<file path="src/rtl/hc4511_scan_pkg.sv">
// rtl/hc4511_scan_pkg.sv - shared state encoding and default timing constants for the 4511 scan driver
package hc4511_scan_pkg;

  typedef enum logic {
    ST_BLANK = 1'b0,
    ST_SHOW  = 1'b1
  } scan_state_t;

  localparam int DEF_DIGITS    = 4;
  localparam int DEF_DIV       = 1000;
  localparam int DEF_BLANK_CYC = 16;

endpackage

</file>
<file path="src/rtl/hc4511_scan_timer.sv">
// rtl/hc4511_scan_timer.sv - per-slot cycle counter with end-of-blank and end-of-slot strobes
module hc4511_scan_timer #(
  parameter int DIV       = 1000,
  parameter int BLANK_CYC = 16
) (
  input  logic clk,
  input  logic rst,
  output logic blank_done,
  output logic slot_done
);

  localparam int CW = (DIV > 1) ? $clog2(DIV) : 1;

  logic [CW-1:0] cnt;

  assign blank_done = (cnt == CW'(BLANK_CYC - 1));
  assign slot_done  = (cnt == CW'(DIV - 1));

  always_ff @(posedge clk) begin
    if (rst) begin
      cnt <= '0;
    end else if (slot_done) begin
      cnt <= '0;
    end else begin
      cnt <= cnt + 1'b1;
    end
  end

endmodule

</file>
<file path="src/rtl/hc4511_scan_ctrl.sv">
// rtl/hc4511_scan_ctrl.sv - multiplexes packed BCD digits onto one 4511 decoder with blank guard,
// frame-synchronous double buffering and optional leading-zero suppression
module hc4511_scan_ctrl
  import hc4511_scan_pkg::*;
#(
  parameter int DIGITS    = DEF_DIGITS,
  parameter int DIV       = DEF_DIV,
  parameter int BLANK_CYC = DEF_BLANK_CYC
) (
  input  logic                  clk,
  input  logic                  rst,
  input  logic [4*DIGITS-1:0]   Data,
  input  logic                  Load,
  input  logic                  Lz_En,
  input  logic                  Lamp_Test,
  output logic [3:0]            A,
  output logic                  LT_N,
  output logic                  BI_N,
  output logic                  LE,
  output logic [DIGITS-1:0]     Dig_N,
  output logic                  Frame
);

  localparam int IW = (DIGITS > 1) ? $clog2(DIGITS) : 1;
  localparam int DW = 4 * DIGITS;

  scan_state_t          state_q, state_d;
  logic [IW-1:0]        idx_q, idx_d;
  logic [DW-1:0]        shadow_q, shadow_d;
  logic [DW-1:0]        disp_q, disp_d;
  logic                 pending_q, pending_d;
  logic                 boundary;
  logic                 blank_done, slot_done;
  logic [DIGITS-1:0]    zero_mask;
  logic                 run_zero;

  logic [3:0]           a_d;
  logic                 lt_n_d, bi_n_d, le_d, frame_d;
  logic [DIGITS-1:0]    dig_n_d;

  hc4511_scan_timer #(
    .DIV       (DIV),
    .BLANK_CYC (BLANK_CYC)
  ) u_timer (
    .clk        (clk),
    .rst        (rst),
    .blank_done (blank_done),
    .slot_done  (slot_done)
  );

  always_comb begin
    state_d  = state_q;
    idx_d    = idx_q;
    boundary = 1'b0;
    case (state_q)
      ST_BLANK: begin
        if (blank_done) state_d = ST_SHOW;
      end
      ST_SHOW: begin
        if (slot_done) begin
          state_d = ST_BLANK;
          if (idx_q == IW'(DIGITS - 1)) begin
            idx_d    = '0;
            boundary = 1'b1;
          end else begin
            idx_d = idx_q + 1'b1;
          end
        end
      end
    endcase
  end

  // A load coinciding with the frame boundary bypasses the shadow so it shows this frame.
  always_comb begin
    shadow_d  = shadow_q;
    disp_d    = disp_q;
    pending_d = pending_q;
    if (Load) shadow_d = Data;
    if (boundary) begin
      pending_d = 1'b0;
      if (Load) begin
        disp_d = Data;
      end else if (pending_q) begin
        disp_d = shadow_q;
      end
    end else if (Load) begin
      pending_d = 1'b1;
    end
  end

  // zero_mask[i] = every displayed digit from i up to the MSD is zero.
  always_comb begin
    zero_mask = '0;
    run_zero  = 1'b1;
    for (int j = DIGITS - 1; j >= 0; j--) begin
      run_zero     = run_zero & (disp_d[4*j +: 4] == 4'd0);
      zero_mask[j] = run_zero;
    end
  end

  always_comb begin
    a_d     = disp_d[{idx_d, 2'b00} +: 4];
    lt_n_d  = ~Lamp_Test;
    dig_n_d = '1;
    le_d    = 1'b1;
    bi_n_d  = 1'b0;
    frame_d = boundary;
    if (state_d == ST_SHOW) begin
      dig_n_d[idx_d] = 1'b0;
      le_d           = 1'b0;
      bi_n_d         = ~(Lz_En & (idx_d != '0) & zero_mask[idx_d]);
    end
  end

  always_ff @(posedge clk) begin
    if (rst) begin
      state_q   <= ST_BLANK;
      idx_q     <= '0;
      shadow_q  <= '0;
      disp_q    <= '0;
      pending_q <= 1'b0;
      A         <= 4'd0;
      LT_N      <= 1'b1;
      BI_N      <= 1'b0;
      LE        <= 1'b1;
      Dig_N     <= '1;
      Frame     <= 1'b0;
    end else begin
      state_q   <= state_d;
      idx_q     <= idx_d;
      shadow_q  <= shadow_d;
      disp_q    <= disp_d;
      pending_q <= pending_d;
      A         <= a_d;
      LT_N      <= lt_n_d;
      BI_N      <= bi_n_d;
      LE        <= le_d;
      Dig_N     <= dig_n_d;
      Frame     <= frame_d;
    end
  end

endmodule

</file>
<file path="config.mk">
export PLATFORM = sky130hd
export DESIGN_NAME = hc4511_scan_ctrl
export DESIGN_NICKNAME = d
export VERILOG_FILES = /design/src/rtl/hc4511_scan_pkg.sv /design/src/rtl/hc4511_scan_timer.sv /design/src/rtl/hc4511_scan_ctrl.sv
export SDC_FILE = /design/constraint.sdc
export NUM_CORES = 1
export LEC_CHECK = 0
export ABC_AREA = 1
export ABC_CLOCK_PERIOD_IN_PS = 2150
export BUFFER_PORTS_ARGS = -buffer_cell sky130_fd_sc_hd__buf_4
export CORE_MARGIN = 4
export CORE_UTILIZATION = 55
export DETAILED_ROUTE_END_ITERATION = 10
export PLACE_DENSITY = 0.76
export SETUP_SLACK_MARGIN = 0.4
export SYNTH_ARGS = -nofsm -noshare
export SYNTH_HDL_FRONTEND = slang
export SYNTH_SLANG_ARGS = --single-unit
</file>
<file path="constraint.sdc">
create_clock -name clk -period 2.15 [get_ports clk]
set_input_delay 0.43 -clock clk [delete_from_list [all_inputs] [get_ports clk]]
set_output_delay 0.43 -clock clk [all_outputs]
set_load 0.005 [all_outputs]
</file>
# ---- Word-level counts from Yosys, hierarchy flattened
# Cells that the tools add are included.
dict set report totals {
  in_bits 21
  output_inout_bits 12
  elab_cells 56
  reg_bits 58
}
dict set report classes {
  add_sub_neg 2
  eq_ne 3
  order_cmp 2
  shifts 1
  muxes 17
  bitwise_logic 10
  reduce_logical 9
}
# cell n
set ops {}
lappend ops {{$mux W16} 3}
lappend ops {{$logic_not A4 Y1} 4}
lappend ops {{$shiftx A16 B5 Y4} 1}
lappend ops {{$add A10 B1 Y10 const B} 1}
lappend ops {{$eq A10 B10 Y1 const B} 1}
lappend ops {{$eq A10 B4 Y1 const B} 1}
lappend ops {{$mux W1} 8}
lappend ops {{$mux W2} 3}
lappend ops {{$reduce_or A2 Y1} 3}
lappend ops {{$and A1 B1 Y1} 5}
lappend ops {{$not A1 Y1} 4}
lappend ops {{$not A4 Y4} 1}
lappend ops {{$lt A2 B3 Y1 const B} 1}
lappend ops {{$add A2 B1 Y2 const B} 1}
lappend ops {{$bmux W1 S2} 1}
lappend ops {{$demux W1 S2} 1}
lappend ops {{$eq A2 B2 Y1 const B} 1}
lappend ops {{$ge A2 B1 Y1 const B} 1}
lappend ops {{$pmux W1 S2} 1}
lappend ops {{$reduce_bool A2 Y1} 1}
lappend ops {{$logic_and A1 B1 Y1} 1}

# ---- Logic depth before layout (Yosys ltp)
dict set report depth {
  word_depth 13
  depth_mapped 14
}

# ---- Cells and area by module
# From an unflattened synthesis, not the netlist that was laid out.
dict set report unflattened {
  hier_cells 328
  area_unflattened_um2 2412.3
}
# mod area_per_inst_um2 seq_area_each_um2 cells_per_inst instances
set by_module_without_submodules {}
lappend by_module_without_submodules {hc4511_scan_ctrl 1940.6 960.9 265 1}
lappend by_module_without_submodules {hc4511_scan_timer 471.7 200.2 63 1}

# ---- Worst setup path before layout
# Ideal clock, no wire load.
dict set report synth_timing {
  path_kind {reg-to-reg}
  startpoint {register u_timer.cnt[0]}
  endpoint {register BI_N}
  period_less_slack_ps 1674
  stages_incl_launch_ff 11
  t_arrival_ps 1565
  setup_ps 109
  slack_ps 476
  path_cell_list {dfxtp_1 -> ha_1 -> nand2_1 -> nor2_4 -> nand4_4 -> o21ai_0 -> nand2_1 -> o21ai_1 -> nand3_1 -> nand2_1 -> inv_1}
}
dict set report synth_via {
  elab_chain_cells 12
  elab_cells_between_ends 25
  cone_classes {eq/ne (2); mux (10); bitwise (7); reduce/logical (6)}
}
# item line
set synth_lines {}
lappend synth_lines {{from (decl)} hc4511_scan_timer.sv:14} ;# logic [CW-1:0] cnt;
lappend synth_lines {{from (signal assigned)} hc4511_scan_timer.sv:25} ;# cnt <= cnt + 1'b1;
lappend synth_lines {{$eq A10 B10 Y1} hc4511_scan_timer.sv:17} ;# assign slot_done = (cnt == CW'(DIV - 1));
lappend synth_lines {{$mux W1} hc4511_scan_ctrl.sv:60} ;# if (slot_done) begin
lappend synth_lines {{$mux W1} hc4511_scan_ctrl.sv:55} ;# case (state_q)
lappend synth_lines {{$mux W16} hc4511_scan_ctrl.sv:79} ;# if (boundary) begin
lappend synth_lines {{$logic_not A4 Y1} hc4511_scan_ctrl.sv:96} ;# run_zero = run_zero & (disp_d[4*j +: 4] == 4'd0);
lappend synth_lines {{$and A1 B1 Y1 (3 in a row)} hc4511_scan_ctrl.sv:96}
lappend synth_lines {{$bmux W1 S2} hc4511_scan_ctrl.sv:111} ;# bi_n_d = ~(Lz_En & (idx_d != '0) & zero_mask[idx_d]);
lappend synth_lines {{$mux W1 (not written as such)} hc4511_scan_ctrl.sv:111}
lappend synth_lines {{$and A1 B1 Y1} hc4511_scan_ctrl.sv:111}
lappend synth_lines {{$not A1 Y1} hc4511_scan_ctrl.sv:111}
lappend synth_lines {{to (signal assigned)} hc4511_scan_ctrl.sv:136} ;# BI_N <= bi_n_d;
lappend synth_lines {{to (decl)} hc4511_scan_ctrl.sv:18} ;# output logic BI_N,
# Several ways; a longest one is shown, not always the timed one. The select of a mux whose other input is x is not followed.
# A chain may end at the register's enable or synchronous reset.

# ---- Final worst setup path
dict set report layout_timing {
  startpoint {register u_timer.cnt[0]}
  endpoint {register A[1]}
}
dict set report layout_via {
  elab_chain_cells 5
  elab_cells_between_ends 7
  cone_classes {eq/ne (1); shift (1); mux (5)}
}
# item line
set layout_lines {}
lappend layout_lines {{$eq A10 B10 Y1 (*)} hc4511_scan_timer.sv:17}
lappend layout_lines {{$mux W1} hc4511_scan_ctrl.sv:60}
lappend layout_lines {{$mux W1} hc4511_scan_ctrl.sv:55}
lappend layout_lines {{$mux W16} hc4511_scan_ctrl.sv:79}
lappend layout_lines {{$shiftx A16 B5 Y4 (*)} hc4511_scan_ctrl.sv:102} ;# a_d = disp_d[{idx_d, 2'b00} +: 4];
lappend layout_lines {{to (signal assigned)} hc4511_scan_ctrl.sv:122} ;# A <= 4'd0;
lappend layout_lines {{to (signal assigned)} hc4511_scan_ctrl.sv:134} ;# A <= a_d;
lappend layout_lines {{to (decl)} hc4511_scan_ctrl.sv:16} ;# output logic [3:0] A,
# Every way passes the cells marked *; elsewhere a longest branch is shown, timed or not.

==> run metrics <==
Worst Path Max Fanout 6; die height between 70 and 80 µm; Hold Fails Final Rpt 0; Syn Area/Cell 7.00 µm²; Seq/Total Area, Yosys 44.1%; Post-CTS Hold Buffers 0; vias in the first global route 2323; largest net degree at the start of global routing 42; CTS clk-pin slew, worst paths 60 ps; total power draw 2440 µW; status finished, final reports clean; Final setup viols 0; Final period util 82.7%; Syn Std Cell Area around 2600 µm²; Via-to-Cell Ratio between 5 and 6; fmax roughly 0.56 GHz; Power Density 714 nW/µm²; Die ar. 5960 µm²; routability congestion estimate between 0.8 and 0.9; CTS sink cnt between 50 and 60; ANT cells 0; min Tclk post-route roughly 1800 ps; io pins 33; Worst-Margin Slew around 460 ps; Max-slew headroom slightly below 70%; Die Width 77.2 µm; clk_lat worst skew 340 ps; Initial Util between 50% and 60%; Root Buffer clkbuf_8; Max-Cap Viols 0; Core Region 4500 µm²; P_leak 0.00166 µW; CTS tree done; setup slack, reg-to-reg 370 ps; via count 2447; WHS 258 ps; Min-Delay Path Class input port to flop; Total GRT Usage 21.6%; critical path class flop to flop; first-pass GRT wire length 10.2 mm; worst endpoint required time 2420 ps; post-synth cell types 31; grt total ovfl 0; worst reg2reg path depth 11; I/O Buffers 32; max-slew violations 0; Placed Area 2920 µm²; CP Capture Type flop; Startpoint Class flop; initial antenna violation count 0; Post-DRT Antenna Nets 0; H-tree Lvls 3; Synthesized Nets between 300 and 400; DR iter-0 viols 169; Clock Skew 5.96 ps; P&R area growth vs syn 29.9%; worst r2r src u_timer.cnt[0]$_SDFF_PP0_; fin area 3420 µm²; synthesis-stage register bit count 58; Main synth FF type dfxtp_1; fraction of registers with async set/reset 0%; Total Wirelength 6.20 mm; hold path depth 2; critical path arrival 2050 ps; Post-route DRC 0; post-route setup TNS 0 ps; worst hold path startpoint Lamp_Test; Clock Path Buffers 2; fin nets 455; wire per inst 12.7 µm; post-DP HPWL 3.97 mm; layout cell share with drive strength beyond 1 29.1%; Inserted Clock Buffers 9; number of core rows 24; Ys Warns 0; Post-synth EDFFs 0; Peak VDD IR just under 0.8 mV; drt first pass iters 4; Critical R2R Capture A[1]$_SDFF_PP0_; Post-Synthesis Cells 376; unrepaired setup endpoints after global routing true; Endpoint, Worst Hold LT_N$_SDFF_PP1_
where the power goes:
part	internal [µW]	switching (µW)	leakage (µW)
Combinational	61.8	79.5	0.00107
Sequential	1100	10.8	0.000474
Clock	764	429	0.000120
Total	1920	520	0.00166
how the worst max path moves through the flow:
stage | end | cells past startpoint | slack (ps) | startpoint
after global placement | BI_N$_SDFF_PP0_ | 10 | 220 | u_timer.cnt[0]$_SDFF_PP0_
after CTS | BI_N$_SDFF_PP0_ | 12 | 390 | pending_q$_SDFFE_PP0P_
after detailed placement | BI_N$_SDFF_PP0_ | 10 | 160 | u_timer.cnt[0]$_SDFF_PP0_
final | A[1]$_SDFF_PP0_ | 11 | 370 | u_timer.cnt[0]$_SDFF_PP0_
after floorplan | BI_N$_SDFF_PP0_ | 10 | 480 | u_timer.cnt[0]$_SDFF_PP0_
after global routing | BI_N$_SDFF_PP0_ | 14 | 240 | u_timer.cnt[0]$_SDFF_PP0_
placed cells by master, fill, tap and decap left out:
cell type	n
nor3_4	2
ha_2	1
o21ai_1	8
inv_2	6
inv_4	2
nor2_1	44
nand4_2	1
mux2i_1	1
o21ai_0	7
nor3b_1	1
a21oi_2	1
clkinv_2	3
clkbuf_8	9
clkbuf_1	1
ha_4	1
inv_1	46
o21ai_2	3
nand3_2	3
or2_2	4
nand4_1	4
nand2_2	15
nor3_2	1
dfxtp_2	6
nor2_2	2
buf_6	1
nor2_4	6
nand3_1	13
nand4_4	2
dfxtp_1	52
a21oi_1	14
xor2_1	1
a21boi_0	5
bufinv_16	3
nand2_4	3
o21a_1	1
nand2_1	108
buf_4	51
o21ai_4	1
xnor2_1	1
nor3_1	3
through the flow:
step           std cells  setup slack, ps  util (%)
2_1_floorplan        376              476         -
3_3_place_gp         455              222      64.9
3_5_place_dp         455              164      64.9
4_1_cts              482              390      73.2
5_1_grt              489              238      75.9
6_report             489              373      75.9
kinds of logic after synthesis:
| family | Yosys count | synth area share, % |
|---|---|---|
| adders and majority gates | 2 | 0.950 |
| AOI/OAI and AO/OA | 40 | 8.60 |
| muxes | 1 | 0.380 |
| buffers and inverters | 62 | 9.13 |
| DFF | 58 | 44.1 |
| xor gates and xnor gates | 2 | 0.666 |
| and+or+nand+nor | 211 | 36.2 |
per-layer routing:
metal | vias to the layer above | track usage (%) | share of wire [%]
li1 | 1272 | - | -
met1 | 1107 | 26.0 | 44
met2 | 61 | 35.5 | 48
met3 | 7 | 7.49 | 6.8
met4 | 0 | 7.83 | 1.3
met5 | - | 0 | 0
critical path: stages, from the launching register on:
cell and delay, ps:
dfxtp_2 350, ha_4 150, nand2_4 60, nor2_4 180
nand4_4 200, nor2_4 190, buf_4 130, buf_4 90
o21ai_1 80, o21ai_1 130, nor2_1 60, nor2_1 70
layout make-up:
class,instances,area [µm²]
Clock buffer,10,128
Clock inverter,6,105
Fill cell,348,1080
Inverter,54,208
Multi-Input combinational cell,257,1350
Sequential cell,58,1170
Tap cell,52,65.1
Timing Repair Buffer,52,394
what timing repair did:
action                                  4_1_cts  5_1_grt
endpoints found under the setup margin       11       10
gates resized for setup                      18       31
pin swaps                                    14       20
buffers inserted                             10        7
cloned                                        1        0
registers in the layout (all words and copies together), names as in the netlist:
name and count:
pending_q 1, Dig_N 4, LT_N 1, disp_q 16
Frame 1, BI_N 1, state_q 1, shadow_q 16
LE 1, idx_q 2, A 4, u_timer.cnt 10
synth_stat cells (2+ instances only):
cell | n | share of area, %
nand2_1 | 121 | 17
dfxtp_1 | 58 | 44
inv_1 | 50 | 7.1
nor2_1 | 46 | 6.6
nand3_1 | 16 | 3.0
a21oi_1 | 15 | 2.9
o21ai_0 | 13 | 2.5
a21boi_0 | 5 | 1.4
clkbuf_1 | 5 | 0.71
nor2_4 | 5 | 2.1
o21ai_1 | 5 | 0.95
nand2_2 | 4 | 0.95
nand4_1 | 4 | 0.95
nor3_1 | 4 | 0.76
or2_2 | 4 | 0.95
inv_2 | 3 | 0.43
buf_2 | 2 | 0.38
ha_1 | 2 | 0.95
nand4_4 | 2 | 1.6
(Power assumes the default switching activity.)
